### src/rtl/timer_cmp_pkg.sv
// timer_cmp_pkg: register offsets, limits and mode encoding for the compare/interrupt block
package timer_cmp_pkg;
  localparam logic [7:0] CMP_STRIDE = 8'h08;
  localparam logic [7:0] IER_OFF = 8'h40;
  localparam logic [7:0] ISR_OFF = 8'h44;
  localparam logic [7:0] IMODE_OFF = 8'h48;
  localparam logic [7:0] MISS_OFF = 8'h4C;
  localparam int CMP_SHIFT = $clog2(CMP_STRIDE);
  localparam int MAX_CH = 8;
  localparam int MAX_CNT_W = 64;
  typedef enum logic {
    MODE_EDGE = 1'b0,
    MODE_LEVEL = 1'b1
  } imode_e;
endpackage

### src/rtl/timer_cmp_int_mc_ch.sv
// timer_cmp_ch: one compare channel with its cmp register, edge tracker and sticky ISR/MISS bits
module timer_cmp_ch
  import timer_cmp_pkg::*;
#(
  parameter int CNT_W = 64
) (
  input  logic                 sys_clk,
  input  logic                 sys_rst_n,
  input  logic [CNT_W-1:0]     cnt,
  input  logic                 mode,
  input  logic                 lo_wr,
  input  logic                 hi_wr,
  input  logic [31:0]          wdata,
  input  logic                 isr_clr,
  input  logic                 miss_clr,
  output logic [MAX_CNT_W-1:0] cmp_rd,
  output logic                 isr,
  output logic                 miss
);
  logic [CNT_W-1:0] cmp;
  logic [MAX_CNT_W-1:0] cmp_wr;
  logic match_q, eq, ge, evt, set, miss_set;
  // bits of a HI write above CNT_W fall away on truncation
  always_comb begin
    cmp_rd = '0;
    cmp_rd[CNT_W-1:0] = cmp;
    cmp_wr = cmp_rd;
    if (lo_wr) cmp_wr[31:0] = wdata;
    if (hi_wr) cmp_wr[MAX_CNT_W-1:32] = wdata;
  end
  assign eq = cnt == cmp;
  assign ge = cnt >= cmp;
  assign evt = eq & ~match_q;
  assign set = (mode == MODE_LEVEL) ? ge : evt;
  assign miss_set = (mode == MODE_EDGE) & evt & isr & ~isr_clr;
  always_ff @(posedge sys_clk or negedge sys_rst_n) begin
    if (!sys_rst_n) begin
      cmp <= '1;
      match_q <= 1'b0;
      isr <= 1'b0;
      miss <= 1'b0;
    end else begin
      if (lo_wr || hi_wr) cmp <= cmp_wr[CNT_W-1:0];
      match_q <= eq;
      isr <= set | (isr & ~isr_clr);
      miss <= miss_set | (miss & ~miss_clr);
    end
  end
endmodule

### src/rtl/timer_cmp_int_mc.sv
// timer_cmp_int_mc: multi-channel compare/interrupt controller with register access
module timer_cmp_int_mc
  import timer_cmp_pkg::*;
#(
  parameter int CNT_W = 64,
  parameter int NUM_CH = 4
) (
  input  logic              sys_clk,
  input  logic              sys_rst_n,
  input  logic [CNT_W-1:0]  cnt,
  input  logic              reg_wr,
  input  logic              reg_rd,
  input  logic [7:0]        reg_addr,
  input  logic [31:0]       reg_wdata,
  output logic [31:0]       reg_rdata,
  output logic [NUM_CH-1:0] ch_int,
  output logic              tim_int
);
  logic [NUM_CH-1:0] ier, imode, isr_clr, miss_clr;
  logic [MAX_CH-1:0] isr, miss;
  logic [MAX_CNT_W-1:0] cmp_rd [MAX_CH];
  logic cmp_sel, hi;
  logic [2:0] ch;
  logic [31:0] rdata_nxt;
  assign cmp_sel = (reg_addr < IER_OFF) && (reg_addr[1:0] == 2'b00);
  assign ch = reg_addr[CMP_SHIFT+:3];
  assign hi = reg_addr[2];
  assign isr_clr = (reg_wr && reg_addr == ISR_OFF) ? reg_wdata[NUM_CH-1:0] : '0;
  assign miss_clr = (reg_wr && reg_addr == MISS_OFF) ? reg_wdata[NUM_CH-1:0] : '0;
  // unused channel slots read as zero so the read mux needs no range check
  for (genvar i = 0; i < MAX_CH; i++) begin : g_ch
    if (i < NUM_CH) begin : g_on
      timer_cmp_ch #(.CNT_W(CNT_W)) u_ch (
        .sys_clk  (sys_clk),
        .sys_rst_n(sys_rst_n),
        .cnt      (cnt),
        .mode     (imode[i]),
        .lo_wr    (reg_wr & cmp_sel & (ch == 3'(i)) & ~hi),
        .hi_wr    (reg_wr & cmp_sel & (ch == 3'(i)) & hi),
        .wdata    (reg_wdata),
        .isr_clr  (isr_clr[i]),
        .miss_clr (miss_clr[i]),
        .cmp_rd   (cmp_rd[i]),
        .isr      (isr[i]),
        .miss     (miss[i])
      );
    end else begin : g_off
      assign cmp_rd[i] = '0;
      assign isr[i] = 1'b0;
      assign miss[i] = 1'b0;
    end
  end
  always_comb begin
    rdata_nxt = '0;
    if (cmp_sel) rdata_nxt = hi ? cmp_rd[ch][63:32] : cmp_rd[ch][31:0];
    else if (reg_addr == IER_OFF) rdata_nxt = 32'(ier);
    else if (reg_addr == ISR_OFF) rdata_nxt = 32'(isr);
    else if (reg_addr == IMODE_OFF) rdata_nxt = 32'(imode);
    else if (reg_addr == MISS_OFF) rdata_nxt = 32'(miss);
  end
  always_ff @(posedge sys_clk or negedge sys_rst_n) begin
    if (!sys_rst_n) begin
      ier <= '0;
      imode <= '0;
      reg_rdata <= '0;
    end else begin
      if (reg_wr && reg_addr == IER_OFF) ier <= reg_wdata[NUM_CH-1:0];
      if (reg_wr && reg_addr == IMODE_OFF) imode <= reg_wdata[NUM_CH-1:0];
      if (reg_rd) reg_rdata <= rdata_nxt;
    end
  end
  assign ch_int = isr[NUM_CH-1:0] & ier;
  assign tim_int = |ch_int;
endmodule

### config.mk
export PLATFORM = sky130hd
export DESIGN_NAME = timer_cmp_int_mc
export DESIGN_NICKNAME = d
export VERILOG_FILES = /design/src/rtl/timer_cmp_pkg.sv /design/src/rtl/timer_cmp_int_mc_ch.sv /design/src/rtl/timer_cmp_int_mc.sv
export SDC_FILE = /design/constraint.sdc
export NUM_CORES = 1
export LEC_CHECK = 0
export CAP_MARGIN = 20
export CORE_UTILIZATION = 65
export DETAILED_ROUTE_END_ITERATION = 10
export DONT_BUFFER_PORTS = 1
export GPL_ROUTABILITY_DRIVEN = 0
export GPL_TIMING_DRIVEN = 0
export PLACE_DENSITY = 0.8
export SYNTH_ARGS = -nofsm -noshare
export SYNTH_HDL_FRONTEND = slang
export SYNTH_HIERARCHICAL = 1
export SYNTH_SLANG_ARGS = --single-unit
### constraint.sdc
create_clock -name sys_clk -period 2.8 [get_ports sys_clk]
set_input_delay 0.56 -clock sys_clk [delete_from_list [all_inputs] [get_ports sys_clk]]
set_output_delay 0.56 -clock sys_clk [all_outputs]
set_load 0.1 [all_outputs]
# Word level (Yosys, flattened, before mapping)
# Index checks and enable logic that the tools add are counted.
# totals
ff_bits	308
inputBits	108
out_inout_bits	37
wordCells	139
# classes
order_cmp	6
n_eq_ne	11
muxes	15
bitwise_logic	64
n_reduce_logical	20
# op_table
op	count
equality test 64 bit	4
greater-or-equal comparator 64 bit	4
binary-select mux 64 bit (select 3 bit)	1
two-way mux 64 bit	2
two-way mux 32 bit	2
AND 1 bit	37
equality test 8 x 7 -> 1 bit, second input constant	4
two-way mux 4 bit	6
inverter 1 bit	17
AND reduction 2 bit	8
less-than comparator 8 x 7 -> 1 bit, second input constant	1
OR 1 bit	8
equality test 3 x 2 -> 1 bit, second input constant	2
logical AND 1 bit	5
AND 4 bit	1
greater-or-equal comparator 4 bit, second input constant	1
logical OR 1 bit	4
two-way mux 1 bit	4
inverter 3 -> 4 bit	1
OR reduction 4 bit	1
equality test 3 x 1 -> 1 bit, second input constant	1
logical NOT 3 bit	1
logical NOT 2 bit	1

# Longest topological paths before layout
# logic_depth
depth_word	7
depth_mapped	9
depth_no_buf	9

# By module
# Netlist, hierarchy kept.
# modules_own_cells
mod	instances	cells_per_inst	area_per_inst_um2	seq_area_each_um2
timer_cmp_ch	4	437	4043.9	1756.7
timer_cmp_int_mc	1	289	3721.1	1001.0

# Worst setup path after synthesis
# Ideal clock, no wire load.
# synth_path
path_kind	register to output
startpoint	register g_ch[2].g_on.u_ch.isr
endpoint	output port tim_int
arrival_time_ps	1942
required_ps	2240
slack_ps	298
stages_incl_launch_ff	3
path_buffers	0
path_cell_list	dfrtp_1 and2_1 or4_1
# synth_between
elab_chain_cells	2
# synth_lines
element	line_no	source
start, declared	timer_cmp_int_mc_ch.sv:17	output logic isr,
start signal, assigned	timer_cmp_int_mc_ch.sv:45	isr <= set | (isr & ~isr_clr);
AND 4 bit	timer_cmp_int_mc.sv:72	assign ch_int = isr[NUM_CH-1:0] & ier;
named net ch_int[2]	timer_cmp_int_mc.sv:16	output logic [NUM_CH-1:0] ch_int,
OR reduction 4 bit	timer_cmp_int_mc.sv:73	assign tim_int = |ch_int;
end, declared	timer_cmp_int_mc.sv:17	output logic tim_int
# The timed path passes the listed nets, and every way through them passes these cells.

# Final worst setup path
# layout_path
startpoint	register g_ch[1].g_on.u_ch.cmp[15]
endpoint	register g_ch[1].g_on.u_ch.isr
# layout_between
elab_chain_cells	4
elab_cells_between_ends	5
classes_between	1 x order compare; 1 x eq/ne; 1 x mux; 2 x bitwise
# layout_lines
element	line_no	source
start, declared	timer_cmp_int_mc_ch.sv:20	logic [CNT_W-1:0] cmp;
start signal, assigned	timer_cmp_int_mc_ch.sv:43	if (lo_wr || hi_wr) cmp <= cmp_wr[CNT_W-1:0];
branches (longest 2 deep; another with greater-or-equal comparator 64 bit)	--	
two-way mux 1 bit (*)	timer_cmp_int_mc_ch.sv:34	assign set = (mode == MODE_LEVEL) ? ge : evt;
OR 1 bit (*)	timer_cmp_int_mc_ch.sv:45	
end signal, assigned	timer_cmp_int_mc_ch.sv:45	
end, declared	timer_cmp_int_mc_ch.sv:17	
# Mark *: on every way between the ends.
# A chain may end at the register's enable or synchronous reset.

==> flow_metrics.tcl <==
set metrics [dict create \
    status "finished, violations left" \
    violations "negative hold slack, negative setup slack" \
    grt_max_degree 309 \
    max-vdd-ir-drop_v 0.0005218 \
    r2r_setup_slack_ns -0.08 \
    final_cell_mix "inv_1 (287), nand2_1 (281), o21ai_0 (277), ha_1 (256), dfstp_2 (256)" \
    placed_area_sq_um 20380 \
    cp_num_cells 8 \
    skew_ns 0.01415 \
    final_cells 2490 \
    grt_pass1_vias 17400 \
    path_cells "inv_1, ha_1, nand4_1, nor3_1, a21boi_0, nor4_2, o32a_1, a32oi_1" \
    end_kind "register" \
    dieWidth_microns 177.0 \
    layout_commonest_cell "inv_1" \
    die_area_sq_um 31310 \
    period_minus_slack_ns 2.878 \
    slowest_stage "a21boi_0" \
    drc 0 \
    drive_gt1_share_pct 21.34 \
    whs_ns -0.2560 \
    cellInternalPower_uw 8440 \
    ys.flop_type "dfstp_2" \
    cts.sinks 308 \
    slew_violations 0 \
    first_iter_violations 2010 \
    fill_cells 2101 \
    clkPwrFrac_pct 39.5 \
    hold_path_class "in2async" \
    coreArea_sq_um 29870 \
    critPathBufInv 1 \
    r2r_cells 8 \
    ys_ff_latch 308 \
    avgSynthCellArea_sq_um 9.768 \
    power.switching_uw 3162 \
    die_h_microns 177.0 \
    root_buffer "clkbuf_16" \
    cts_buffer_depth 3 \
    detail_route.wl_per_cell_microns 25.87 \
    max_slew.worst_pin.slew_ns 1.091 \
    drt_pass1_iterations 7 \
    start_util_pct 66.60 \
    htreeDepth 2 \
    cp.arrival_ns 3.32 \
    portBuffers 0 \
    reg2reg_to "g_ch[1].g_on.u_ch/isr" \
    clk_latency_ns 0.53 \
    ys_warn_count 6 \
    placed_cells 2427 \
    tritoncts "done" \
    synth_edf_count 0 \
    max-slew-margin-rel_pct 27.28 \
    hold_viol_final 60 \
    finalInstanceArea_sq_um 21560 \
    numCtsBuffers 35 \
    grt_overflow 0 \
    antenna_found_initial 0 \
    seq_power_share_pct 45.4 \
    post-route-period-util_pct 102.8 \
    powerDensity_nw_per_um2 538.1 \
    maxCapViolCount 0 \
    cp-startpoint "g_ch[1].g_on.u_ch/cmp_rd[15]" \
    grt_pass1_wl_microns 97490 \
    max_freq_mhz 347.5 \
    netlist-cell-type-count 48 \
    slowest_delay_ns 0.64 \
    path_delay_family "compound AO/OA/AOI/OAI gates" \
    syn2layout_area_growth_pct 8.364 \
    grtUsageTotal_pct 42.04 \
    core.rowCount 63 \
    synth.net_count 2401 \
    via_per_inst 6.722 \
    crit_type "reg2reg" \
    synth_area_sq_um 19900 \
    r2r-start "g_ch[1].g_on.u_ch/cmp_rd[15]" \
    ant_nets 0 \
    worst_slack_ns -0.07758 \
    dpl.hpwl_microns 47090 \
    setup_viol 1 \
    yosysSeqAreaShare_pct 40.35 \
    rsz0062_at_grt "no" \
    cp.required_ns 3.24 \
    crit_fanout 3 \
    clkTransAtPathRegs_ns 0.06 \
    async_flop_share_pct 100.0 \
    swShare_pct 27.25 \
    vias 16740 \
    wl_microns 64410 \
    io_pins 145 \
    leakagePower_uw 0.01095 \
    worstSetupStartpointType "register" \
    endpoint "g_ch[1].g_on.u_ch/isr" \
    synthCells 2037 \
    comb_power_share_pct 15.1 \
    fin_nets 2438 \
]
## synth_stat cells, types with 5 or more instances
master | instances | area share (%)
a211oi_1 | 20 | 0.75
ha_1 | 256 | 16
mux2_2 | 12 | 0.68
dfrtp_1 | 52 | 6.5
dfstp_2 | 256 | 34
nor3_1 | 10 | 0.25
buf_2 | 16 | 0.40
nor2b_1 | 15 | 0.47
mux2i_1 | 29 | 1.5
o21ai_0 | 277 | 7.0
nand2b_1 | 12 | 0.38
a21boi_0 | 8 | 0.30
nand2_1 | 281 | 5.3
nor2_1 | 36 | 0.68
mux4_2 | 68 | 7.7
a21o_1 | 56 | 2.1
a21oi_1 | 87 | 2.2
o2bb2ai_1 | 6 | 0.26
clkbuf_1 | 61 | 1.2
nand4_1 | 56 | 1.8
or3_1 | 5 | 0.16
and2_1 | 10 | 0.31
inv_1 | 287 | 5.4
nor4_4 | 5 | 0.53
nand3_1 | 29 | 0.73
a32oi_1 | 5 | 0.22
o22ai_1 | 26 | 0.82
## logic make-up after synthesis
logic type               count (synthesis)  share of synthesized area (%)
multiplexers                           109                          9.835
adder cells (fa/ha/maj)                256                          16.10
AO/OA/AOI/OAI                          501                          14.36
flip-flops                             308                          40.35
buffers and inverters                  371                          7.251
AND/OR/NAND/NOR                        492                          12.11
## cell type report
class                   count  area [sq um]  share of cell area [%]
flip-flops and latches    308          8028                   37.23
multi-input cells        1358         10460                   48.50
clock buffers              53          1096                   5.084
plain buffers              84         365.4                   1.695
inverters                 287          1077                   4.996
well taps                 390         488.0                   2.263
clock inverters             9         47.55                  0.2205
diodes                      1         2.502                 0.01161
## timing repair
action	4_1_cts	5_1_grt
pin swaps	0	2
resized for setup	4	4
hold endpoints to repair	308	286
setup buffers	0	0
setup endpoints to repair	1	5
## stage by stage
stage                TNS, ns  util (%)  setup slack, ns  power (uW)
floorplan                  0         -           0.2983        6479
global placement      -16.01     68.23          -0.1860        6876
detailed placement    -28.97     68.23          -0.2591        6991
CTS                        0     72.09         0.005364       11570
global route               0     72.16         0.002358       12000
finish              -0.07758     72.17         -0.07758       11600
## power by group through the flow
stage	sequential [uW]	combinational (uW)	clock, uW
after floorplan	5250	1230	0
after global placement	5300	1580	0
after detailed placement	5320	1670	0
after CTS	5260	1690	4620
after global routing	5300	1910	4780
final	5270	1750	4580
## sequential cells by signal, summed over array words and instances, names as in the netlist
signal                  cells
ier                         4
imode                       4
g_ch.g_on.u_ch/isr          4
g_ch.g_on.u_ch/cmp_rd     256
reg_rdata                  32
g_ch.g_on.u_ch/match_q      4
g_ch.g_on.u_ch/miss         4
## worst min-delay path by stage
stage	depth (start not counted)	slack, ns	startpoint	end
6_report	0	-0.26	sys_rst_n	reg_rdata[17]
5_1_grt	0	-0.27	sys_rst_n	reg_rdata[17]
4_1_cts	0	-0.27	sys_rst_n	reg_rdata[17]
3_5_place_dp	0	0.27	sys_rst_n	reg_rdata[17]
3_3_place_gp	0	0.28	sys_rst_n	reg_rdata[17]
2_1_floorplan	0	0.26	sys_rst_n	g_ch[0].g_on.u_ch/isr
## routing by layer
layer / track usage (%) / vias up / wire (microns)
li1: - / 7208 / -
met1: 50.92 / 8049 / 22960
met2: 64.97 / 1191 / 29200
met3: 12.82 / 290 / 8179
met4: 27.55 / 0 / 4062
met5: 0 / - / 0
Note: power is estimated with default switching activity, not from simulation.
